## config.mk

```make
export PLATFORM = sky130hd
export DESIGN_NAME = ram_arbiter
export DESIGN_NICKNAME = d
export VERILOG_FILES = /design/src/rtl/ram_arbiter_pkg.sv /design/src/rtl/ram_arb_picker.sv /design/src/rtl/ram_arbiter.sv
export VERILOG_INCLUDE_DIRS = /design/src /design/src/rtl
export SDC_FILE = /design/constraint.sdc
export NUM_CORES = 1
export LEC_CHECK = 0
export BUFFER_PORTS_ARGS = -buffer_cell sky130_fd_sc_hd__buf_2
export CAP_MARGIN = 15
export CORE_MARGIN = 2
export CORE_UTILIZATION = 50
export DETAILED_ROUTE_END_ITERATION = 12
export GPL_ROUTABILITY_DRIVEN = 0
export GPL_TIMING_DRIVEN = 0
export HOLD_SLACK_MARGIN = 0.06
export PLACE_DENSITY = 0.84
export SLEW_MARGIN = 15
export SYNTH_ARGS = -nofsm -noshare
export SYNTH_HDL_FRONTEND = slang
export SYNTH_SLANG_ARGS = --single-unit
```

## constraint.sdc

```tcl
create_clock -name clk -period 2.4 [get_ports clk]
set_input_delay 0.24 -clock clk [delete_from_list [all_inputs] [get_ports clk]]
set_output_delay 0.24 -clock clk [all_outputs]
set_load 0.02 [all_outputs]
```

## src/rtl/define.sv

```systemverilog
// rtl/define.sv - global RAM geometry shared by the arbiter package
`ifndef RAM_ADDRESS_BITWIDTH
`define RAM_ADDRESS_BITWIDTH 8
`endif

```

## src/rtl/ram_arbiter_pkg.sv

```systemverilog
// rtl/ram_arbiter_pkg.sv - shared types and constants for the two-port RAM arbiter
//
// Purpose: state encoding, requester count and the latched command record
//          used by ram_arbiter and ram_arb_picker.
// Address width comes from RAM_ADDRESS_BITWIDTH in define.sv.
`ifndef RAM_ADDRESS_BITWIDTH
`include "define.sv"
`endif

package ram_arbiter_pkg;

  localparam int ADDR_W  = `RAM_ADDRESS_BITWIDTH;
  localparam int DATA_W  = 32;
  localparam int NUM_REQ = 2;

  typedef enum logic [1:0] {
    ST_IDLE   = 2'd0,
    ST_ACCESS = 2'd1,
    ST_DONE   = 2'd2
  } state_e;

  // Command captured at acceptance; the RAM side is driven only from this.
  typedef struct packed {
    logic              we;
    logic [ADDR_W-1:0] addr;
    logic [DATA_W-1:0] wdata;
  } cmd_t;

endpackage

```

## src/rtl/ram_arb_picker.sv

```systemverilog
// rtl/ram_arb_picker.sv - combinational winner selection for the RAM arbiter
//
// Purpose: turns the requester valids into a one-hot grant.
// Ports:
//   valid_i      in  NUM_REQ  per-requester command present
//   last_grant_i in  1        index of the most recently accepted requester
//   grant_o      out NUM_REQ  one-hot grant (all zero when nothing is valid)
// Parameter RR_EN: 1 = alternate on ties using last_grant_i,
//                  0 = requester 0 wins ties and last_grant_i is ignored.
module ram_arb_picker
  import ram_arbiter_pkg::*;
#(
  parameter bit RR_EN = 1'b0
) (
  input  logic [NUM_REQ-1:0] valid_i,
  input  logic               last_grant_i,
  output logic [NUM_REQ-1:0] grant_o
);

  logic tie;

  assign tie = valid_i[0] & valid_i[1];

  always_comb begin
    grant_o = '0;
    if (tie) begin
      // On a tie the round-robin variant favours whoever did not win last.
      if (RR_EN && (last_grant_i == 1'b0)) begin
        grant_o = 2'b10;
      end else begin
        grant_o = 2'b01;
      end
    end else begin
      // Zero or one requester: the valid vector already is the grant.
      grant_o = valid_i;
    end
  end

endmodule

```

## src/rtl/ram_arbiter.sv

```systemverilog
// rtl/ram_arbiter.sv - two-requester single-RAM arbiter with IDLE/ACCESS/DONE sequencing
//
// Purpose: accepts one command at a time from two requesters, performs the
//          RAM read or write, then pulses a per-requester completion.
// Configuration: define RAM_ARB_ROUND_ROBIN_EN for round-robin tie breaking;
//                otherwise requester 0 has fixed priority.
// Ports:
//   clk, reset                  clock and synchronous active-high reset
//   reqP_valid/we/addr/wdata    requester P command (P = 0, 1)
//   reqP_ready                  command accepted this cycle (IDLE only)
//   reqP_resp_valid             one-cycle completion pulse
//   reqP_rdata                  last read result for requester P
//   ram_read_address/ram_read_data/ram_read_ready    RAM read port
//   ram_write_address/ram_write_data/ram_write_enable RAM write port
//   busy                        high whenever the FSM is not IDLE
module ram_arbiter
  import ram_arbiter_pkg::*;
(
  input  logic              clk,
  input  logic              reset,

  input  logic              req0_valid,
  input  logic              req0_we,
  input  logic [ADDR_W-1:0] req0_addr,
  input  logic [DATA_W-1:0] req0_wdata,
  output logic              req0_ready,
  output logic              req0_resp_valid,
  output logic [DATA_W-1:0] req0_rdata,

  input  logic              req1_valid,
  input  logic              req1_we,
  input  logic [ADDR_W-1:0] req1_addr,
  input  logic [DATA_W-1:0] req1_wdata,
  output logic              req1_ready,
  output logic              req1_resp_valid,
  output logic [DATA_W-1:0] req1_rdata,

  output logic [ADDR_W-1:0] ram_read_address,
  output logic [ADDR_W-1:0] ram_write_address,
  output logic              ram_write_enable,
  output logic [DATA_W-1:0] ram_write_data,
  input  logic [DATA_W-1:0] ram_read_data,
  input  logic              ram_read_ready,

  output logic              busy
);

`ifdef RAM_ARB_ROUND_ROBIN_EN
  localparam bit RR_EN = 1'b1;
`else
  localparam bit RR_EN = 1'b0;
`endif

  state_e            state_q, state_d;
  cmd_t              cmd_q, cmd_d;
  logic              id_q, id_d;
  logic              last_grant_q, last_grant_d;
  logic [DATA_W-1:0] rdata0_q, rdata0_d;
  logic [DATA_W-1:0] rdata1_q, rdata1_d;

  logic [NUM_REQ-1:0] valids;
  logic [NUM_REQ-1:0] grant;
  logic [NUM_REQ-1:0] ready_vec;
  logic [NUM_REQ-1:0] resp_vec;
  logic               wen;

  assign valids = {req1_valid, req0_valid};

  ram_arb_picker #(
    .RR_EN (RR_EN)
  ) u_picker (
    .valid_i      (valids),
    .last_grant_i (last_grant_q),
    .grant_o      (grant)
  );

  always_comb begin
    state_d      = state_q;
    cmd_d        = cmd_q;
    id_d         = id_q;
    last_grant_d = last_grant_q;
    rdata0_d     = rdata0_q;
    rdata1_d     = rdata1_q;
    ready_vec    = '0;
    resp_vec     = '0;
    wen          = 1'b0;

    case (state_q)
      ST_IDLE: begin
        if (|valids) begin
          ready_vec    = grant;
          id_d         = grant[1];
          last_grant_d = grant[1];
          if (grant[1]) begin
            cmd_d.we    = req1_we;
            cmd_d.addr  = req1_addr;
            cmd_d.wdata = req1_wdata;
          end else begin
            cmd_d.we    = req0_we;
            cmd_d.addr  = req0_addr;
            cmd_d.wdata = req0_wdata;
          end
          state_d = ST_ACCESS;
        end
      end

      ST_ACCESS: begin
        if (cmd_q.we) begin
          wen     = 1'b1;
          state_d = ST_DONE;
        end else if (ram_read_ready) begin
          if (id_q) begin
            rdata1_d = ram_read_data;
          end else begin
            rdata0_d = ram_read_data;
          end
          state_d = ST_DONE;
        end
      end

      ST_DONE: begin
        resp_vec[id_q] = 1'b1;
        state_d        = ST_IDLE;
      end

      default: begin
        state_d = ST_IDLE;
      end
    endcase

    // Reset aborts combinationally too: no accept, write or completion
    // may leak out during the cycle in which reset is sampled.
    if (reset) begin
      ready_vec = '0;
      resp_vec  = '0;
      wen       = 1'b0;
    end
  end

  always_ff @(posedge clk) begin
    if (reset) begin
      state_q      <= ST_IDLE;
      cmd_q        <= '0;
      id_q         <= 1'b0;
      last_grant_q <= 1'b1;
      rdata0_q     <= '0;
      rdata1_q     <= '0;
    end else begin
      state_q      <= state_d;
      cmd_q        <= cmd_d;
      id_q         <= id_d;
      last_grant_q <= last_grant_d;
      rdata0_q     <= rdata0_d;
      rdata1_q     <= rdata1_d;
    end
  end

  assign req0_ready        = ready_vec[0];
  assign req1_ready        = ready_vec[1];
  assign req0_resp_valid   = resp_vec[0];
  assign req1_resp_valid   = resp_vec[1];
  assign req0_rdata        = rdata0_q;
  assign req1_rdata        = rdata1_q;

  // Both RAM addresses follow the latch unconditionally; addr[0] is not
  // stripped because word selection belongs to the RAM.
  assign ram_read_address  = cmd_q.addr;
  assign ram_write_address = cmd_q.addr;
  assign ram_write_data    = cmd_q.wdata;
  assign ram_write_enable  = wen;

  assign busy              = (state_q != ST_IDLE);

endmodule

```

== Word level (Yosys, flattened, before mapping) ==
Cells that the tools add are included.
Storage, ports and cells
  bits in registers: 108
  output and inout port bits: 118
  logic and storage cells: 40
Cells by class
  order comparisons: 2
  equality and inequality tests: 4
  mux-type cells: 16
  bitwise operators: 3
  reduce and logical (&&, ||, !) cells: 8
Operator list (count)
  41-bit 2-to-1 mux: 1
  2-bit 2-to-1 mux: 9
  4-bit AND reduction: 2
  1-bit 2-to-1 mux: 4
  2-bit case mux with 2 select lines: 1
  2-bit AND reduction: 2
  3-bit != test, second input constant: 1
  2-bit by 1-bit == test with 1-bit output, second input constant: 1
  2-bit == test, second input constant: 1
  2-bit logical NOT: 1
  1-bit by 2-bit < comparator with 1-bit output, second input constant: 1
  2-bit != test, second input constant: 1
  1-bit NOT: 2
  2-bit nonzero test: 1
  2-bit OR reduction: 1
  1-bit bitwise AND: 1
  1-bit demux with 1-bit select: 1
  1-bit >= comparator, second input constant: 1
  1-bit logical AND: 1

== Longest topological paths before layout ==
  word-level depth: 6
  gate-level depth with buffers: 6

== Hierarchy ==
From an unflattened synthesis, not the netlist that was laid out.
Second synthesis, totals
  cells, all modules: 507
  area, all modules: 5089.9 um^2
Modules (own cells, without submodules)
  ram_arbiter: instances 1, cells each 505, area an instance 5079.9 um^2
  ram_arb_picker: instances 1, cells each 2, area an instance 10.0 um^2

== Worst setup path before layout ==
No wires, ideal clock.
  path type: register to output
  from: register state_q[1]
  to: output req0_ready
  arrival: 1508 ps
  path slack: 652 ps
  stages on the path, launching flop included: 5
  cells stage by stage: dfxtp_1 nor2_2 buf_2 inv_1 nor3b_1
Between the ends
  word-level cells in the longest chain between the ends: 3
RTL lines
  from (decl): line ram_arbiter.sv:54  | state_e state_q, state_d;
  from (signal assigned): line ram_arbiter.sv:149  | state_q <= state_d;
  2-bit logical NOT: line ram_arbiter.sv:88  | case (state_q)
  2-bit 2-to-1 mux: line ram_arbiter.sv:88
  2-bit 2-to-1 mux: line ram_arbiter.sv:133  | if (reset) begin
  to (decl): line ram_arbiter.sv:26  | output logic req0_ready,
Every way passes these cells.

== Final worst setup path ==
Same ends and word-level chain as after synthesis.

==> results.yml <==
route:
  finalWirelength_mm: 14.2
  viasPerCell: 5.11
  ant_nets: 0
  drtIter0Drc: 223
  drc: 0
  num_vias: 4780
  dr.pass1.iters: 5
  routedWlPerCell_um: 15.2
clock_network:
  htreeDepth: 3
  clock_sinks: 108
  holdBufCountCts: 0
  post_cts_buffers: 0
  tritoncts: "yes"
  cts_buffers: 9
  ctsRootBufferMaster: "clkbuf_8"
  clkTransAtPathRegs_ps: 100
  ctsLongestPathBuffers: 2
  clock_latency_ps: 360
  cts_resized: 0
yosys:
  synth_seq_cells: 108
  avgSynthCellArea_um2: 9.64
  synth_edf_count: 0
  async_reset_ff_share_pct: 0
  netlist_area_mm2: 0.00529
  synth_top_area_share_pct: 40.9
  synth_ff_type: "dfxtp_1"
  synth_common_cells: "108 x dfxtp_1, 99 x nand2b_1, 83 x nand2_1"
  yosysTopAreaCell: "dfxtp_1"
  syn-num-nets: 668
  syn_inst: 549
  synthTopCellsByArea: "dfxtp_1 41%, mux2i_1 12%, nand2b_1 12%"
  yosys_warnings: 0
  synth.most_common_cell: "dfxtp_1"
  ys_seq_area_share_pct: 40.9
  ys_types: 26
worst_setup_path:
  crit_path_end_kind: "primary output"
  worstPathArrival_ps: 1910
  worstSetupPathType: "reg -> out"
  path_max_fanout: 10
  worst_setup_path_start_kind: "flip-flop"
  worstPathRequired_ps: 2160
placed_design:
  preCtsSetupSlack_ps: 450
  dp_hpwl_mm: 11.0
  numPortBuffers: 235
timing:
  hold_ws_ps: 127
  tightestPinTransition_ps: 683
  fmax_mhz: 464
  fin_setup_tns_ps: 0
  worst_slack_ps: 246
  hold_viol_final: 0
  setup_viol: 0
  final.period_utilization_pct: 89.8
  skew_ps: 7.83
  timing.final.crit_period_ps: 2150
  slew-limit-headroom_pct: 54.5
  slew_violations: 0
  grt_setup_unrepaired: "false"
grt:
  grt_first_pass_wirelength_mm: 22.2
  antenna_found_initial: 0
  first_global_vias: 4784
  grt.overflow.total: 0
  grt_usage_pct: 24.1
  grt_max_degree: 18
power:
  p_per_area_mw_per_mm2: 641
  leakage_nw: 3.38
  ir_worst_vdd_uv: 322
floorplan:
  io_pins: 237
  initial_utilization_pct: 51.5
  fp.dieArea_mm2: 0.0114
  die_x_um: 107
  num_rows: 37
  dieHeight_um: 107
  core_mm2: 0.0103
cells_and_area:
  layout-drive-gt1-share_pct: 45.4
  nNetsFinal: 914
  nFillCells: 844
  antennaDiodeCount: 0
  seq_area_mm2: 0.00216
  areaGrowthSynthToFinish_pct: 29.9
  multi_input_area_mm2: 0.00251
  utilization_pct: 66.9
worst_hold_path:
  hold_path_class: "in -> reg"
outcome:
  outcome: "finished, final reports clean"
job:
  drv_cap: 0
[where the power goes]
group          internal [mW]  switching (mW)
Combinational          0.505           0.598
Clock                  0.689           0.625
Sequential              1.91          0.0764
Total                   3.11            1.30
[final cells by class]
| class | instances | share of cell area [%] |
|---|---|---|
| plain buffers | 95 | 8.97 |
| clock buffers | 9 | 1.80 |
| clock inverters | 6 | 1.66 |
| inverters | 1 | 0.0546 |
| multi-input cells | 345 | 36.5 |
| flip-flops and latches | 108 | 31.5 |
| well taps | 136 | 2.48 |
| repair buffers | 235 | 17.1 |
[through the flow]
stage	std cells	total power, mW	cell area (µm²)
finish	935	4.40	6870
global route	935	4.57	6870
CTS	935	4.42	6870
detailed placement	920	3.13	6640
global placement	920	3.10	6640
floorplan	549	2.79	5290
[flip-flops by register name (all words and copies together), names as in the netlist]
signal,count
id_q,1
req1_rdata,32
cmd_q,1
ram_read_address,8
ram_write_data,32
req0_rdata,32
state_q,2
[worst max-delay path: stages (launching register included)]
cell     delay [ps]
dfxtp_1         370
nor2_2          360
buf_2           310
inv_1           100
nor3b_1         200
buf_2           200
[logic make-up (layout without fill, tap and decap cells)]
logic type             after synthesis  in the layout  synth area share (%)
AO/OA/AOI/OAI                       85             85                  15.7
buffers and inverters               96            346                  11.7
flip-flops                         108            108                  40.9
multiplexers                        64             64                  12.1
AND/OR/NAND/NOR                    196            196                  19.6
[per-layer routing]
layer  global-route usage [%]  up-vias  share of wire [%]
li1                         -     2305                  -
met3                     4.92       25                7.3
met4                     8.07        0                1.7
met5                        0        -                  0
met1                     27.4     2242                 40
met2                     44.6      208                 51
[layout by cell type (no fill, tap or decap), drive strengths merged, types with 2 or more instances in the layout]
cell      instances
a21oi            43
a311oi           41
buf             306
bufinv            3
clkbuf           33
clkinvlp          2
dfxtp           108
mux2i            64
nand2            83
nand2b           99
nor2              2
nor3              2
nor3b             3
[path summary, 6_finish.rpt]
path / startpoint / to / slack [ps] / cells after the start
max reg2reg: state_q[1] / ram_read_address[7] / 720 / 4
max: state_q[1] / req0_ready / 250 / 5
min: req0_valid / id_q / 130 / 2
min reg2reg: req0_rdata[29] / req0_rdata[29] / 470 / 2
Note: power is estimated with default switching activity, not from simulation.
